[src/rtl/fetch_unit_if.sv]
// Instruction-memory read channel between the fetch unit and its memory.
interface fetch_unit_if;
  logic        imem_req;
  logic [31:0] imem_addr;
  logic        imem_ack;
  logic [31:0] imem_data;

  modport master (output imem_req, output imem_addr, input imem_ack, input imem_data);
  modport slave  (input imem_req, input imem_addr, output imem_ack, output imem_data);
endinterface

[src/rtl/fetch_unit.sv]
// Multi-cycle instruction fetch sequencer: fetches one word, holds it for
// execution, then advances pc by +4, a relative branch or an indirect jump.
//
// state | meaning
// IDLE  | one-cycle gap after reset before the first request
// FETCH | imem_req high at pc, waiting for ack or timeout
// EXEC  | instr/pc held valid until exec_done
// HALT  | sticky fault, left only by reset
module fetch_unit #(
  parameter logic [31:0] RESET_PC = 32'h0000_0000,
  parameter int          TIMEOUT  = 255
) (
  input  logic               clk,
  input  logic               rst,
  fetch_unit_if.master       mem,
  output logic [31:0]        instr,
  output logic               instr_valid,
  output logic [31:0]        pc,
  output logic [31:0]        pc_plus4,
  input  logic               exec_done,
  input  logic               branch_taken,
  input  logic               indirect_branch,
  input  logic [31:0]        imm32,
  input  logic [31:0]        alu_result,
  output logic               fault,
  output logic [1:0]         fault_cause,
  output logic [31:0]        retired
);

  localparam logic [31:0] NOP        = 32'h0000_0013;
  localparam logic [31:0] TIMEOUT_LM = 32'(TIMEOUT);

  typedef enum logic [1:0] {IDLE, FETCH, EXEC, HALT} state_t;

  state_t      state_q;
  logic [31:0] pc_q;
  logic [31:0] instr_q;
  logic        instr_valid_q;
  logic        req_q;
  logic        fault_q;
  logic [1:0]  cause_q;
  logic [31:0] retired_q;
  logic [31:0] tmo_cnt_q;
  logic [31:0] next_pc_d;

  // Branch target selection; indirect targets have bit 0 cleared, bit 1 may still misalign.
  always_comb begin
    next_pc_d = pc_q + 32'd4;
    if (branch_taken && indirect_branch) begin
      next_pc_d = alu_result & 32'hFFFF_FFFE;
    end else if (branch_taken) begin
      next_pc_d = pc_q + imm32;
    end
  end

  // Sequencer with all outputs registered alongside the state.
  always_ff @(posedge clk or posedge rst) begin
    if (rst) begin
      state_q       <= IDLE;
      pc_q          <= RESET_PC;
      instr_q       <= NOP;
      instr_valid_q <= 1'b0;
      req_q         <= 1'b0;
      fault_q       <= 1'b0;
      cause_q       <= 2'b00;
      retired_q     <= 32'd0;
      tmo_cnt_q     <= 32'd0;
    end else begin
      case (state_q)
        IDLE: begin
          state_q   <= FETCH;
          req_q     <= 1'b1;
          tmo_cnt_q <= 32'd0;
        end
        FETCH: begin
          if (mem.imem_ack) begin
            state_q       <= EXEC;
            instr_q       <= mem.imem_data;
            instr_valid_q <= 1'b1;
            req_q         <= 1'b0;
          end else if (tmo_cnt_q + 32'd1 >= TIMEOUT_LM) begin
            state_q <= HALT;
            req_q   <= 1'b0;
            fault_q <= 1'b1;
            cause_q <= 2'b10;
          end else begin
            tmo_cnt_q <= tmo_cnt_q + 32'd1;
          end
        end
        EXEC: begin
          if (exec_done) begin
            retired_q     <= retired_q + 32'd1;
            instr_valid_q <= 1'b0;
            if (next_pc_d[1:0] != 2'b00) begin
              state_q <= HALT;
              fault_q <= 1'b1;
              cause_q <= 2'b01;
            end else begin
              state_q   <= FETCH;
              pc_q      <= next_pc_d;
              req_q     <= 1'b1;
              tmo_cnt_q <= 32'd0;
            end
          end
        end
        default: begin
          req_q         <= 1'b0;
          instr_valid_q <= 1'b0;
          fault_q       <= 1'b1;
        end
      endcase
    end
  end

  assign mem.imem_req  = req_q;
  assign mem.imem_addr = pc_q;
  assign instr         = instr_q;
  assign instr_valid   = instr_valid_q;
  assign pc            = pc_q;
  assign pc_plus4      = pc_q + 32'd4;
  assign fault         = fault_q;
  assign fault_cause   = cause_q;
  assign retired       = retired_q;

endmodule

[src/flat_wrapper.sv]
// flat-port wrapper written by rule: the top's interface ports become plain ports
module fetch_unit_flat 
#(
  parameter logic [31:0] RESET_PC = 32'h0000_0000,
  parameter int          TIMEOUT  = 255
)
  (clk, rst, instr, instr_valid, pc, pc_plus4, exec_done, branch_taken, indirect_branch, imm32, alu_result, fault, fault_cause, retired, mem_imem_req, mem_imem_addr, mem_imem_ack, mem_imem_data);
  fetch_unit_if mem_i ();
  input  logic clk;
  input  logic rst;
  output logic [31:0] instr;
  output logic instr_valid;
  output logic [31:0] pc;
  output logic [31:0] pc_plus4;
  input  logic exec_done;
  input  logic branch_taken;
  input  logic indirect_branch;
  input  logic [31:0] imm32;
  input  logic [31:0] alu_result;
  output logic fault;
  output logic [1:0] fault_cause;
  output logic [31:0] retired;
  output wire logic [$bits(mem_i.imem_req)-1:0] mem_imem_req;
  output wire logic [$bits(mem_i.imem_addr)-1:0] mem_imem_addr;
  input wire logic [$bits(mem_i.imem_ack)-1:0] mem_imem_ack;
  input wire logic [$bits(mem_i.imem_data)-1:0] mem_imem_data;
  assign mem_imem_req = mem_i.imem_req;
  assign mem_imem_addr = mem_i.imem_addr;
  assign mem_i.imem_ack = mem_imem_ack;
  assign mem_i.imem_data = mem_imem_data;
  fetch_unit #(.RESET_PC(RESET_PC), .TIMEOUT(TIMEOUT)) u_core (.clk(clk), .rst(rst), .mem(mem_i), .instr(instr), .instr_valid(instr_valid), .pc(pc), .pc_plus4(pc_plus4), .exec_done(exec_done), .branch_taken(branch_taken), .indirect_branch(indirect_branch), .imm32(imm32), .alu_result(alu_result), .fault(fault), .fault_cause(fault_cause), .retired(retired));
endmodule
[config.mk]
export PLATFORM = sky130hd
export DESIGN_NAME = fetch_unit_flat
export DESIGN_NICKNAME = d
export VERILOG_FILES = /design/src/rtl/fetch_unit_if.sv /design/src/rtl/fetch_unit.sv /design/src/flat_wrapper.sv
export SDC_FILE = /design/constraint.sdc
export NUM_CORES = 1
export LEC_CHECK = 0
export CORE_ASPECT_RATIO = 2
export CORE_MARGIN = 2
export CORE_UTILIZATION = 25
export DETAILED_ROUTE_END_ITERATION = 16
export SLEW_MARGIN = 25
export SYNTH_ARGS = -nofsm -noshare
export SYNTH_HDL_FRONTEND = slang
export SYNTH_SLANG_ARGS = --single-unit
[constraint.sdc]
create_clock -name clk -period 5.7 [get_ports clk]
set_input_delay 0.855 -clock clk [delete_from_list [all_inputs] [get_ports clk]]
set_output_delay 0.855 -clock clk [all_outputs]
set_load 0.05 [all_outputs]
### After elaboration in Yosys (flattened, before gate mapping)

Index checks and enable logic that the tools add are counted.

| storage, ports and cells | value |
|---|---|
| bits in registers | 135 |
| logic and storage cells | 70 |

| cells by class | value |
|---|---|
| muxes and demuxes | 30 |
| reductions and logical operators | 14 |
| equality and inequality tests | 10 |
| bitwise logic cells | 2 |
| add/sub/neg operators | 4 |
| magnitude comparators | 1 |

Operators with widths:

| operator | number |
|---|---|
| 32-bit 2-to-1 mux | 6 |
| 32-bit one-hot mux with 3 select lines | 1 |
| 32-bit by 1-bit adder with 32-bit output (second input constant) | 2 |
| 32-bit by 3-bit adder with 32-bit output (second input constant) | 1 |
| 32-bit adder | 1 |
| 32-bit by 8-bit greater-or-equal comparator with 1-bit output (second input constant) | 1 |
| 2-bit 2-to-1 mux | 8 |
| 5-bit AND reduction | 3 |
| 3-bit AND reduction | 4 |
| 1-bit 2-to-1 mux | 10 |
| 2-bit != test (second input constant) | 5 |
| 1-bit one-hot mux with 3 select lines | 3 |
| 2-bit one-hot mux with 3 select lines | 1 |
| 2-bit by 1-bit != test with 1-bit output (second input constant) | 2 |
| 2-bit one-hot mux with 2 select lines | 1 |
| 2-bit AND reduction | 2 |
| 2-bit nonzero test | 2 |
| 3-bit by 2-bit != test with 1-bit output (second input constant) | 1 |
| 3-bit nonzero test | 1 |
| 2-bit by 1-bit == test with 1-bit output (second input constant) | 1 |
| 2-bit == test (second input constant) | 1 |
| 2-bit zero test | 1 |
| 1-bit NOT | 2 |
| 1-bit logical AND | 1 |

### Depth between registers and ports, before layout

Gate-level depths: netlist (run 1).

| logic depth | value |
|---|---|
| word-level depth | 7 |
| gate-level depth with buffers | 13 |
| mapped depth without buffers | 12 |

### Worst setup path before layout (run 1)

Ideal clock, no wire load.

| timing path | value |
|---|---|
| kind | flip-flop to output port |
| from | register u_core.pc_q[4], in the netlist u_core.mem.imem_addr[4] |
| to | output pc_plus4[31] |
| cell stages (with the launch flop) | 7 |
| buffers on the path | 0 |
| data arrival time | 3.009 ns |
| data required time | 4.845 ns |
| setup slack | 1.836 ns |
| cells stage by stage | dfrtp_1 nand4_1 nor2_1 nand3_1 nor3_1 and4_1 xor2_1 |

| between the ends | value |
|---|---|
| cells in the longest elaborated chain, start to end | 1 |

Ends and longest elaborated chain:

| item | RTL line | text |
|---|---|---|
| from (decl) | fetch_unit.sv:36 | `logic [31:0] pc_q;` |
| from (signal assigned) | fetch_unit.sv:100 | `pc_q <= next_pc_d;` |
| 32-bit by 3-bit adder with 32-bit output | fetch_unit.sv:120 | `assign pc_plus4 = pc_q + 32'd4;` |
| to (decl) | flat_wrapper.sv:14 | `output logic [31:0] pc_plus4;` |

No other way between the ends.

### Worst setup path after layout (run 1)

| timing path | value |
|---|---|
| from | register u_core.pc_q[5], in the netlist u_core.mem.imem_addr[5] |
| to | output pc_plus4[31] |

Same word-level chain as after synthesis.

==> results of run 1 <==
-- power groups by stage --
stage,sequential [mW],combinational [mW],clock (mW)
2_1_floorplan,2.29,2.08,0
3_3_place_gp,1.53,4.03,0
3_5_place_dp,1.54,4.04,0
4_1_cts,1.53,4.06,1.23
5_1_grt,1.57,4.28,1.26
6_report,1.52,4.03,1.19
-- per-layer routing --
| layer | up-vias | track usage |
|---|---|---|
| li1 | 4088 | - |
| met5 | - | 0 |
| met2 | 299 | 0.3240 |
| met1 | 4069 | 0.1538 |
| met3 | 51 | 0.02899 |
| met4 | 0 | 0.07709 |
-- critical path, delay by kind of cell (launching register included) --
kind                      cells  cell delay, ns
xor gates and xnor gates      1            0.21
buffers and inverters         2            1.07
DFF                           1            0.53
and+or+nand+nor               5            1.81
-- area by class of cell --
class,instances,area (um2)
clock buffer,21,440.4
clock inverter,11,173.9
tap,450,563.0
sequential,135,3382
fill,3707,23180
timing repair buffer,277,2733
multi-input combinational,778,5207
inverter,30,120.1
-- logic make-up (layout without fill, tap and decap cells) --
family | count (synthesis) | in the layout | synth area share
compound gates | 233 | 233 | 0.1624
simple gates | 376 | 376 | 0.2183
flops | 135 | 135 | 0.3713
xor+xnor | 84 | 84 | 0.08078
mux | 45 | 45 | 0.05427
fa+ha+maj | 40 | 40 | 0.05578
buf+inv | 103 | 339 | 0.05715
-- cell usage in the layout, fill, tap and decap left out, types with 11 or more instances in the layout --
cell type	synthesis	final
mux2_2	35	35
nand2_1	96	96
buf_4	35	12
and3_1	20	20
clkbuf_16	0	17
and4_1	13	13
o21ai_0	64	64
clkdlybuf4s50_1	0	263
ha_1	39	39
a211oi_1	11	11
nand3_1	37	37
nor2_1	74	73
dfrtp_1	132	132
a21o_1	18	18
xor2_1	37	37
o211ai_1	16	16
a21oi_1	55	55
inv_1	30	29
xnor2_1	47	47
nand4_1	31	31
nor3_1	16	16
and2_1	29	29
-- state kept, by name, indices dropped and copies added, names as in the netlist --
name and flops:
u_core.fault 1, u_core.fault_cause 2, u_core.instr 32, u_core.instr_valid 1, u_core.mem.imem_addr 32, u_core.mem.imem_req 1
u_core.retired 32, u_core.state_q 2, u_core.tmo_cnt_q 32
-- worst paths after layout --
path,from,to,slack (ns)
max reg2reg,u_core.mem.imem_addr[15],u_core.mem.imem_addr[29],1.97
min,u_core.retired[31],u_core.retired[31],0.47
max,u_core.mem.imem_addr[5],pc_plus4[31],0.76
min reg2reg,u_core.retired[31],u_core.retired[31],0.47
max in group asynchronous,rst,u_core.instr[0],3.66
min in group asynchronous,rst,u_core.retired[18],0.95
-- stage by stage --
| stage | util | hold WS (ns) | setup slack (ns) | power [mW] | cells |
|---|---|---|---|---|---|
| 3_3_place_gp | 0.3352 | 0.4444 | 1.238 | 5.561 | 1670 |
| 2_1_floorplan | - | 0.4689 | 1.239 | 4.365 | 1016 |
| 4_1_cts | 0.3524 | 0.4769 | 0.7275 | 6.818 | 1702 |
| 5_1_grt | 0.3525 | 0.4986 | 0.4857 | 7.122 | 1702 |
| 3_5_place_dp | 0.3352 | 0.4649 | 1.224 | 5.583 | 1670 |
| 6_report | 0.3525 | 0.4677 | 0.7612 | 6.742 | 1702 |
==> summary.md, run 1 <==
| Metric | Value |
|---|---|
| Layout cell share with drive strength beyond 1 | 0.07748 |
| Synth top area cells | dfrtp_1, ha_1, xnor2_1 |
| CP startpoint kind | flop |
| Switching share of power | 0.5011 |
| Crit share post-route | 0.8665 |
| Metal2 WL | 18000 um |
| CTS resizes | 0 |
| Critical path's largest stage delay | slightly below 0.9 ns |
| Post-synth EDFFs | 0 |
| Via density | 4.998 |
| Fin nets | 1381 |
| Die ar. | about 38000 um2 |
| Maximum clock rate | 202.5 MHz |
| Final Cell Area | 12620 um2 |
| Hold path depth | 1 |
| Worst Clk Skew | approximately 0.016 ns |
| P_int | about 3.4 mW |
| Worst skew pair latency | approximately 0.44 ns |
| Max Fanout on Critical Path | 8 |
| H-tree depth | 4 |
| First-pass GRT wire length | 47990 um |
| GRT Resource Usage Total | 0.1608 |
| Top cell type's share of synthesized area | 0.3627 |
| Sequential area share after synthesis | 0.3713 |
| Yosys warns | 0 |
| CTS Buf Count | 17 |
| Crit path capture type | output port |
| Core area | 35800 um2 |
| Slew headroom | 0.4151 |
| DRC viols | 0 |
| Antenna violations before repair | 0 |
| DP Area | 12000 um2 |
| Die Ht | 273.9 um |
| Status | finished clean |
| Clock network fraction of design power | 0.176 |
| Cell count after synthesis | 1016 |
| DR top layer | met4 |
| RSZ-0062 raised after global routing | no |
| Largest net degree at the start of global routing | 99 |
| Worst VDD drop | ~0.33 mV |
| Post-route ant nets | 0 |
| Reg power frac | 0.226 |
| Vias | 8507 |
| Starting density of the core | 0.2544 |
| Wirelength, routed | approximately 31000 um |
| Setup bufs post-CTS | 0 |
| Crit path max-delay cell type | clkdlybuf4s50_1 |
| Critical-path cell list | nand4_1 -> nor2_1 -> nand3_1 -> buf_4 -> nor3_1 -> and4_1 -> xor2_1 -> clkdlybuf4s50_1 |
| CTS sink cnt | around 140 |
| Final HPWL DP | 23670 um |
| Count of input and output buffers | 265 |
| Iter 0 DRT Violations | 408 |
| Vias in the first global route | roughly 8500 |
| CTS root buffer | clkbuf_16 |
| Met3 wire len | 1441 um |
| Hold Fails Final Rpt | 0 |
| Main flop type after synthesis | dfrtp_1 |
| Yosys reg bits | approximately 140 |
| Most common cell in the netlist | dfrtp_1 |
| Synthesized Nets | 1158 |
| Hold_buf cts | 0 |
| I/O pin cnt | 267 |
| Wire per inst | between 15 and 20 um |
| Drt pass-1 iters | 5 |
| Row Count | between 90 and 100 |
| Reg2Reg Depth | 10 |
| Worst hold path type | reg2reg |
| Post-route setup TNS | 0 ns |
| Critical path type | reg2out |
| Endpoints failing setup | 0 |
| Commonest cells post-synth | dfrtp_1, nand2_1, nor2_1, o21ai_0, a21oi_1 |
| Post-synthesis async set-or-reset flop share | 1.000 |
| Slew at the pin closest to its max-slew limit | 0.8764 ns |
| Worst Path Arrival | 4.08 ns |
| Synth cell types | 70 |
| Max-cap check violation count | 0 |
| CP Data Required Time | 4.85 ns |
| Fin. max-slew vios | 0 |
| M1 WL | 10310 um |
| Fin crit period | about 5 ns |
| Chip Width | about 140 um |
| Comb pwr share | 0.598 |
| Synthesis-to-finish area growth | 38.56% |
| # diodes | 0 |
| Leakage | 5.278 nW |
| Total power divided by cell area | 534.3 nW/um2 |
| Clock buffer depth | 2 |
| Clock-pin slew on the worst setup and hold paths | 0.07 ns |
| Switching power total | 3.379 mW |
| CTS tree | done |
| Mapped Area | around 9100 um2 |
| Gr ovfl total | 0 |
| Post-Syn Area per Cell | 8.964 um2 |
| Placer Congestion | 0.8624 |
| Yosys top cell by area | dfrtp_1 |
Power figures use the tool's default switching activity.
==> inputs of run 2 (changes only) <==
Settings changed: RECOVER_POWER set to 100.
==> run 2 against run 1 <==
Effect of this change:
- utilization decreased by 0.14 points
- the flow now finishes with violations (capacitance limit, slew limit)
- clock skew up 0.00088 ns
- via count rose by 0.54%
- critical endpoint is now pc_plus4[26]
- total power shrank 2.5%
- global-route usage is the same
==> summary.md, run 2 (synthesized netlist as in run 1, its figures left out) <==
| Metric | Value |
|---|---|
| Status | complete, but fails checks |
| Violated checks | capacitance limit, slew limit |
| Slew at the pin closest to its max-slew limit | 3.939 ns (+3.063 ns) |
| Die Ht | 273.9 um (unchanged) |
| Wire per inst | 18.10 um (about the same) |
| CP Depth | 9 (+1) |
| Fin crit period | 5.061 ns (+0.1223 ns) |
| Fin Hold WS | 0.4636 ns (-0.004144 ns) |
| Delay-heaviest family, CP | simple AND/OR/NAND/NOR gates |
| Crit path max-delay cell type | dlygate4sd3_1 |
| Fin nets | 1381 (unchanged) |
| Antenna violations before repair | 0 (unchanged) |
| Most common cell after layout, fill and taps aside | dlygate4sd3_1 |
| I/O pin cnt | 267 (unchanged) |
| CTS root buffer | clkbuf_16 |
| CTS sink cnt | 135 (unchanged) |
| Drt pass-1 iters | 6 (+1) |
| Gr ovfl total | 0 (unchanged) |
| Final Cell Area | 12570 um2 (-0.40%) |
| Maximum clock rate | 197.6 MHz (-2.4%) |
| Leakage | 5.511 nW (+4.4%) |
| Reg power frac | 0.230 (+0.004) |
| Hold_buf cts | 0 (unchanged) |
| Core area | 35800 um2 (unchanged) |
| Comb pwr share | 0.589 (-0.009) |
| Hold Startpoint | u_core.retired[31] |
| H-tree depth | 4 (unchanged) |
| Critical-path cell list | ha_1 -> nand3_1 -> nor2_1 -> nand3_1 -> nor2_1 -> nand2_1 -> nor2_1 -> xor2_1 -> dlygate4sd3_1 |
| Endpoints failing setup | 0 (unchanged) |
| Hold Fails Final Rpt | 0 (unchanged) |
| Worst Path Arrival | 4.21 ns (+0.13 ns) |
| Chip Width | 139.0 um (unchanged) |
| Final HPWL DP | 23670 um (unchanged) |
| CP startpoint kind | flop |
| Worst VDD drop | 0.3161 mV (-3.4%) |
| Commonest cells after routing, fill and taps aside | dlygate4sd3_1, dfrtp_1, nand2_1 |
| CP Launch Point | u_core.mem.imem_addr[2] |
| Post-route ant nets | 0 (unchanged) |
| # diodes | 0 (unchanged) |
| Crit share post-route | 0.8879 (+0.02146) |
| Post-route setup TNS | 0 ns (unchanged) |
| Setup bufs post-CTS | 0 (unchanged) |
| Slew headroom | -1.626 (-2.041) |
| Critical path buffer and inverter count | 1 (-1) |
| Switching power total | 3.364 mW (-0.45%) |
| CTS Buf Count | 17 (unchanged) |
| Clock buffer depth | 2 (unchanged) |
| CTS tree | done |
| Total power divided by cell area | 522.8 nW/um2 (-2.1%) |
| CTS resizes | 0 (unchanged) |
| Max-cap check violation count | 3 (+3) |
| Top cell by count, worst path | nor2_1 |
| Layout cell share with drive strength beyond 1 | 0.06949 (-0.007987) |
| Placer Congestion | 0.8624 (unchanged) |
| Via density | 5.025 (+0.54%) |
| Iter 0 DRT Violations | 422 (+3.4%) |
| P_int | 3.208 mW (-4.6%) |
| R2R Setup Slk | 1.42 ns (-0.55 ns) |
| Row Count | 98 (unchanged) |
| Worst hold path type | reg2reg |
| Switching share of power | 0.5118 (+0.01069) |
| Fin. max-slew vios | 165 (+165) |
| Wirelength, routed | 30810 um (about the same) |
| Critical path's largest stage delay | 0.92 ns (+0.05 ns) |
| RSZ-0062 raised after global routing | no |
| Reg2Reg Depth | 11 (+1) |
| Critical path type | reg2out |
| DRC viols | 0 (unchanged) |
| GRT Resource Usage Total | 0.1608 (unchanged) |
| Die ar. | 38060 um2 (unchanged) |
| Reg-to-Reg Start | u_core.tmo_cnt_q[0] |
| Count of input and output buffers | 265 (unchanged) |
| Vias in the first global route | 8548 (unchanged) |
| Vias | 8553 (+0.54%) |
| Worst skew pair latency | 0.44 ns (about the same) |
| First-pass GRT wire length | 47990 um (unchanged) |
| DP Area | 12000 um2 (unchanged) |
| Worst Clk Skew | 0.01721 ns (+0.0008780 ns) |
| Starting density of the core | 0.2544 (unchanged) |
| Clock network fraction of design power | 0.181 (+0.005) |
| CP Data Required Time | 4.85 ns (about the same) |
| Largest net degree at the start of global routing | 99 (unchanged) |
| Clock-pin slew on the worst setup and hold paths | 0.06 ns (about the same) |
| Synthesis-to-finish area growth | 38.01% |
| Crit path capture type | output port |
| Hold path depth | 1 (unchanged) |
| Max Fanout on Critical Path | 8 (unchanged) |
==> run 2: cell types whose count changed in the layout (fill, tap and decap cells not counted), moves of 4 or more <==
cell and change:
o21ai_0 +4, buf_4 -5, o21ai_1 -4, dlygate4sd3_1 +168, clkbuf_1 +5, and2_1 -16
and2_0 +16, clkdlybuf4s50_1 -168
==> run 2: worst paths after layout <==
path                                                end
worst max-delay path                       pc_plus4[26]
worst min-delay path                 u_core.retired[31]
worst max register to register      u_core.tmo_cnt_q[2]
worst min register to register       u_core.retired[31]
max in group asynchronous       u_core.mem.imem_addr[1]
min in group asynchronous            u_core.retired[18]
==> run 2: area by class of cell <==
class                   count  area [um2]
inverters                  30       112.6
clock inverters            11       173.9
repair buffers            277        2714
multi-input cells         778        5184
clock buffers              21       440.4
fillers                  3715       23230
well taps                 450       563.0
flip-flops and latches    135        3382
==> run 2: per-layer routing <==
layer  vias up  share of wire  GRT usage
met5         -              0          0
met4         0          0.038    0.07709
met3        63          0.044    0.02899
met2       279           0.58     0.3240
met1      4118           0.34     0.1538
li1       4093              -          -
==> run 2: worst register-to-register path: stages (launching register included) <==
cell and delay (ns):
dfrtp_1 0.48, ha_1 0.30, nand4_1 0.24, nor4_1 0.96, and4_1 0.31, o32ai_1 0.12, nand4_1 0.14, nor4_1 0.06
a21oi_1 0.49, clkbuf_1 0.75, o21bai_1 0.22, a22o_1 0.14
==> run 2: metrics by stage <==
stage | std cells | total power [mW] | worst slack [ns] | utilization
final | 1702 | 6.572 | 0.6389 | 0.3511
after global routing | 1702 | 6.949 | 0.3470 | 0.3511
after CTS | 1702 | 6.818 | 0.7275 | 0.3524
after detailed placement | 1670 | 5.583 | 1.224 | 0.3352
after global placement | 1670 | 5.561 | 1.238 | 0.3352
after floorplan | 1016 | 4.365 | 1.239 | -
==> run 2: power by group through the flow <==
stage	Clock, mW	Combinational [mW]	Sequential [mW]
after floorplan	0	2.08	2.29
after global placement	0	4.03	1.53
after detailed placement	0	4.04	1.54
after CTS	1.23	4.06	1.53
after global routing	1.26	4.12	1.56
final	1.19	3.87	1.51
==> inputs of run 3 (changes only) <==
Settings changed: RECOVER_POWER 100 to not set.
Clock period 5.7 ns to 6.5 ns, I/O delays scaled along.
==> run 3 against run 2 <==
Effect of this change:
- the run now ends clean
- die area unchanged
- first-iteration DRC count down 20%
- largest power group unchanged
- global-route usage down 0.22 points
- combinational power down 8.8%
- clock-buffer cell count down 2
- flip-flop and latch count unchanged
==> summary.md, run 3 (synthesized netlist as in run 1, its figures left out) <==
| Metric | Value |
|---|---|
| Post-route ant nets | 0 (unchanged) |
| Fillers | 3721 (+0.16%) |
| H-tree depth | 4 (unchanged) |
| Antenna violations before repair | 0 (unchanged) |
| Inst Count DP | 1668 (-0.12%) |
| # diodes | 0 (unchanged) |
| Fin Hold WS | 0.4631 ns (-0.0004980 ns) |
| Busiest grt layer | met2 |
| Layout cell share with drive strength beyond 1 | 0.07840 (+0.008911) |
| RSZ-0062 raised after global routing | no |
| Worst skew pair latency | 0.45 ns (about the same) |
| Hold endpoint | u_core.fault |
| Maximum clock rate | around 190 MHz |
| Post-route setup TNS | 0 ns (unchanged) |
| Die ar. | 38060 um2 (unchanged) |
| Non-filler cells, final | 1700 (-0.12%) |
| Fin nets | 1379 (-0.14%) |
| CP startpoint kind | flop |
| Hold_buf cts | 0 (unchanged) |
| GRT Resource Usage Total | 0.1586 (-0.002150) |
| Slew at the pin closest to its max-slew limit | 1.021 ns (-2.918 ns) |
| Via density | 4.972 (-1.1%) |
| Final Cell Area | 12580 um2 (about the same) |
| Reg2Reg Depth | 10 (-1) |
| Critical-path cell list | nand4_1 -> nor2_1 -> nand3_1 -> nor3_1 -> and4_1 -> xor2_1 -> clkdlybuf4s50_1 |
| Max Fanout on Critical Path | 8 (unchanged) |
| CTS resizes | 0 (unchanged) |
| Synthesis-to-finish area growth | 38.10% (about the same) |
| Drt pass-1 iters | 5 (-1) |
| Row Count | 98 (unchanged) |
| CP Data Required Time | 5.52 ns (+0.67 ns) |
| Crit path max-delay cell type | clkdlybuf4s50_1 |
| Setup bufs post-CTS | 0 (unchanged) |
| Final HPWL DP | 23480 um (-0.82%) |
| Worst Path Arrival | 4.33 ns (+0.12 ns) |
| Count of input and output buffers | 265 (unchanged) |
| Core area | 35800 um2 (unchanged) |
| Met2 GRT Util | 0.3145 (-0.009463) |
| CTS Buf Count | 17 (unchanged) |
| Clock-pin slew on the worst setup and hold paths | 0.07 ns (about the same) |
| Iter 0 DRT Violations | 338 (-20%) |
| Met1 usage | 0.1477 (-0.006152) |
| Hold Startpoint | u_core.fault |
| Starting density of the core | 0.2544 (unchanged) |
| Total power divided by cell area | 465.7 nW/um2 (-11%) |
| Critical path type | reg2out |
| CTS tree | done |
| Final worst setup slack | 1.198 ns (+0.5587 ns) |
| Endpoints failing setup | 0 (unchanged) |
| Wirelength, routed | 30580 um (-0.73%) |
| Hold Fails Final Rpt | 0 (unchanged) |
| Dpl ws | 1.688 ns (+0.4639 ns) |
| CTS root buffer | clkbuf_16 |
| Reg-to-Reg Start | u_core.mem.imem_addr[15] |
| Placer Congestion | 0.8327 (-3.4%) |
| CTS sink cnt | 135 (unchanged) |
| Hold path depth | 1 (unchanged) |
| Crit share post-route | 0.8158 |
| Commonest cells after routing, fill and taps aside | clkdlybuf4s50_1, dfrtp_1, nand2_1 |
| Fin crit period | 5.302 ns |
| Chip Width | 139.0 um (unchanged) |
| Leakage | 5.264 nW (-4.5%) |
| Worst hold path type | reg2reg |
| R2R Path End | u_core.mem.imem_addr[29] |
| Vias in the first global route | 8748 (+2.3%) |
| First-pass GRT wire length | 47470 um (-1.1%) |
| I/O pin cnt | 267 (unchanged) |
| Wire per inst | 17.99 um (-0.61%) |
| DRC viols | 0 (unchanged) |
| Most common cell after layout, fill and taps aside | clkdlybuf4s50_1 |
| Die Ht | 273.9 um (unchanged) |
| Vias | 8452 (-1.2%) |
| Critical path's largest stage delay | 0.88 ns (-0.04 ns) |
| Worst Clk Skew | 0.01321 ns (-0.004000 ns) |
| DP Area | 11990 um2 (-0.13%) |
| Worst VDD drop | 0.2606 mV (-18%) |
| Largest net degree at the start of global routing | 94 (-5.1%) |
| Max-cap check violation count | 0 (-3) |
| Clock buffer depth | 2 (unchanged) |
| R2R Setup Slk | 2.61 ns (+1.19 ns) |
| Fin. max-slew vios | 0 (-100%) |
| Crit path capture type | output port |
| Status | finished clean |
| Gr ovfl total | 0 (unchanged) |
| Finished Core Util | 0.3513 (about the same) |
| Power Total | 5.857 mW (-11%) |
| Met3 global-route usage | 0.03283 (+0.003842) |
| Slew headroom | 0.3186 (+1.945) |
-- run 3: layer usage --
layer	vias to the layer above	routed length (um)
li1	4076	-
met1	4040	10430
met2	266	17340
met3	70	1330
met4	0	1480
met5	-	0
-- run 3: how the worst max path moves through the flow --
stage / slack (ns) / endpoint / from / cells after the start
after floorplan: 1.92 / u_core.fault / rst / 1
after global placement: 1.70 / pc_plus4[31] / u_core.mem.imem_addr[5] / 7
after detailed placement: 1.69 / pc_plus4[31] / u_core.mem.imem_addr[5] / 7
after CTS: 1.16 / pc_plus4[31] / u_core.mem.imem_addr[5] / 7
after global routing: 0.94 / pc_plus4[31] / u_core.mem.imem_addr[2] / 7
final: 1.20 / pc_plus4[31] / u_core.mem.imem_addr[5] / 7
-- run 3: critical path, delay by kind of cell, from the launching register on --
family	cells	cell delay, ns
flip-flops	1	0.52
buffers and inverters	1	0.88
AND/OR/NAND/NOR	5	2.26
XOR/XNOR	1	0.22
-- run 3: cell type report --
cell class	instances	area, um2	area share
Sequential cell	135	3382	0.2689
Tap cell	450	563.0	0.04477
Inverter	30	117.6	0.009351
Clock inverter	13	146.4	0.01164
Clock buffer	19	442.9	0.03522
Multi-Input combinational cell	778	5207	0.4140
Timing Repair Buffer	275	2718	0.2161
-- run 3: power by group --
part           internal, mW  switching, mW  leakage, nW
clock                 0.579          0.416        0.284
sequential             1.06          0.275         1.74
combinational          1.24           2.28         3.24
total                  2.88           2.97         5.26
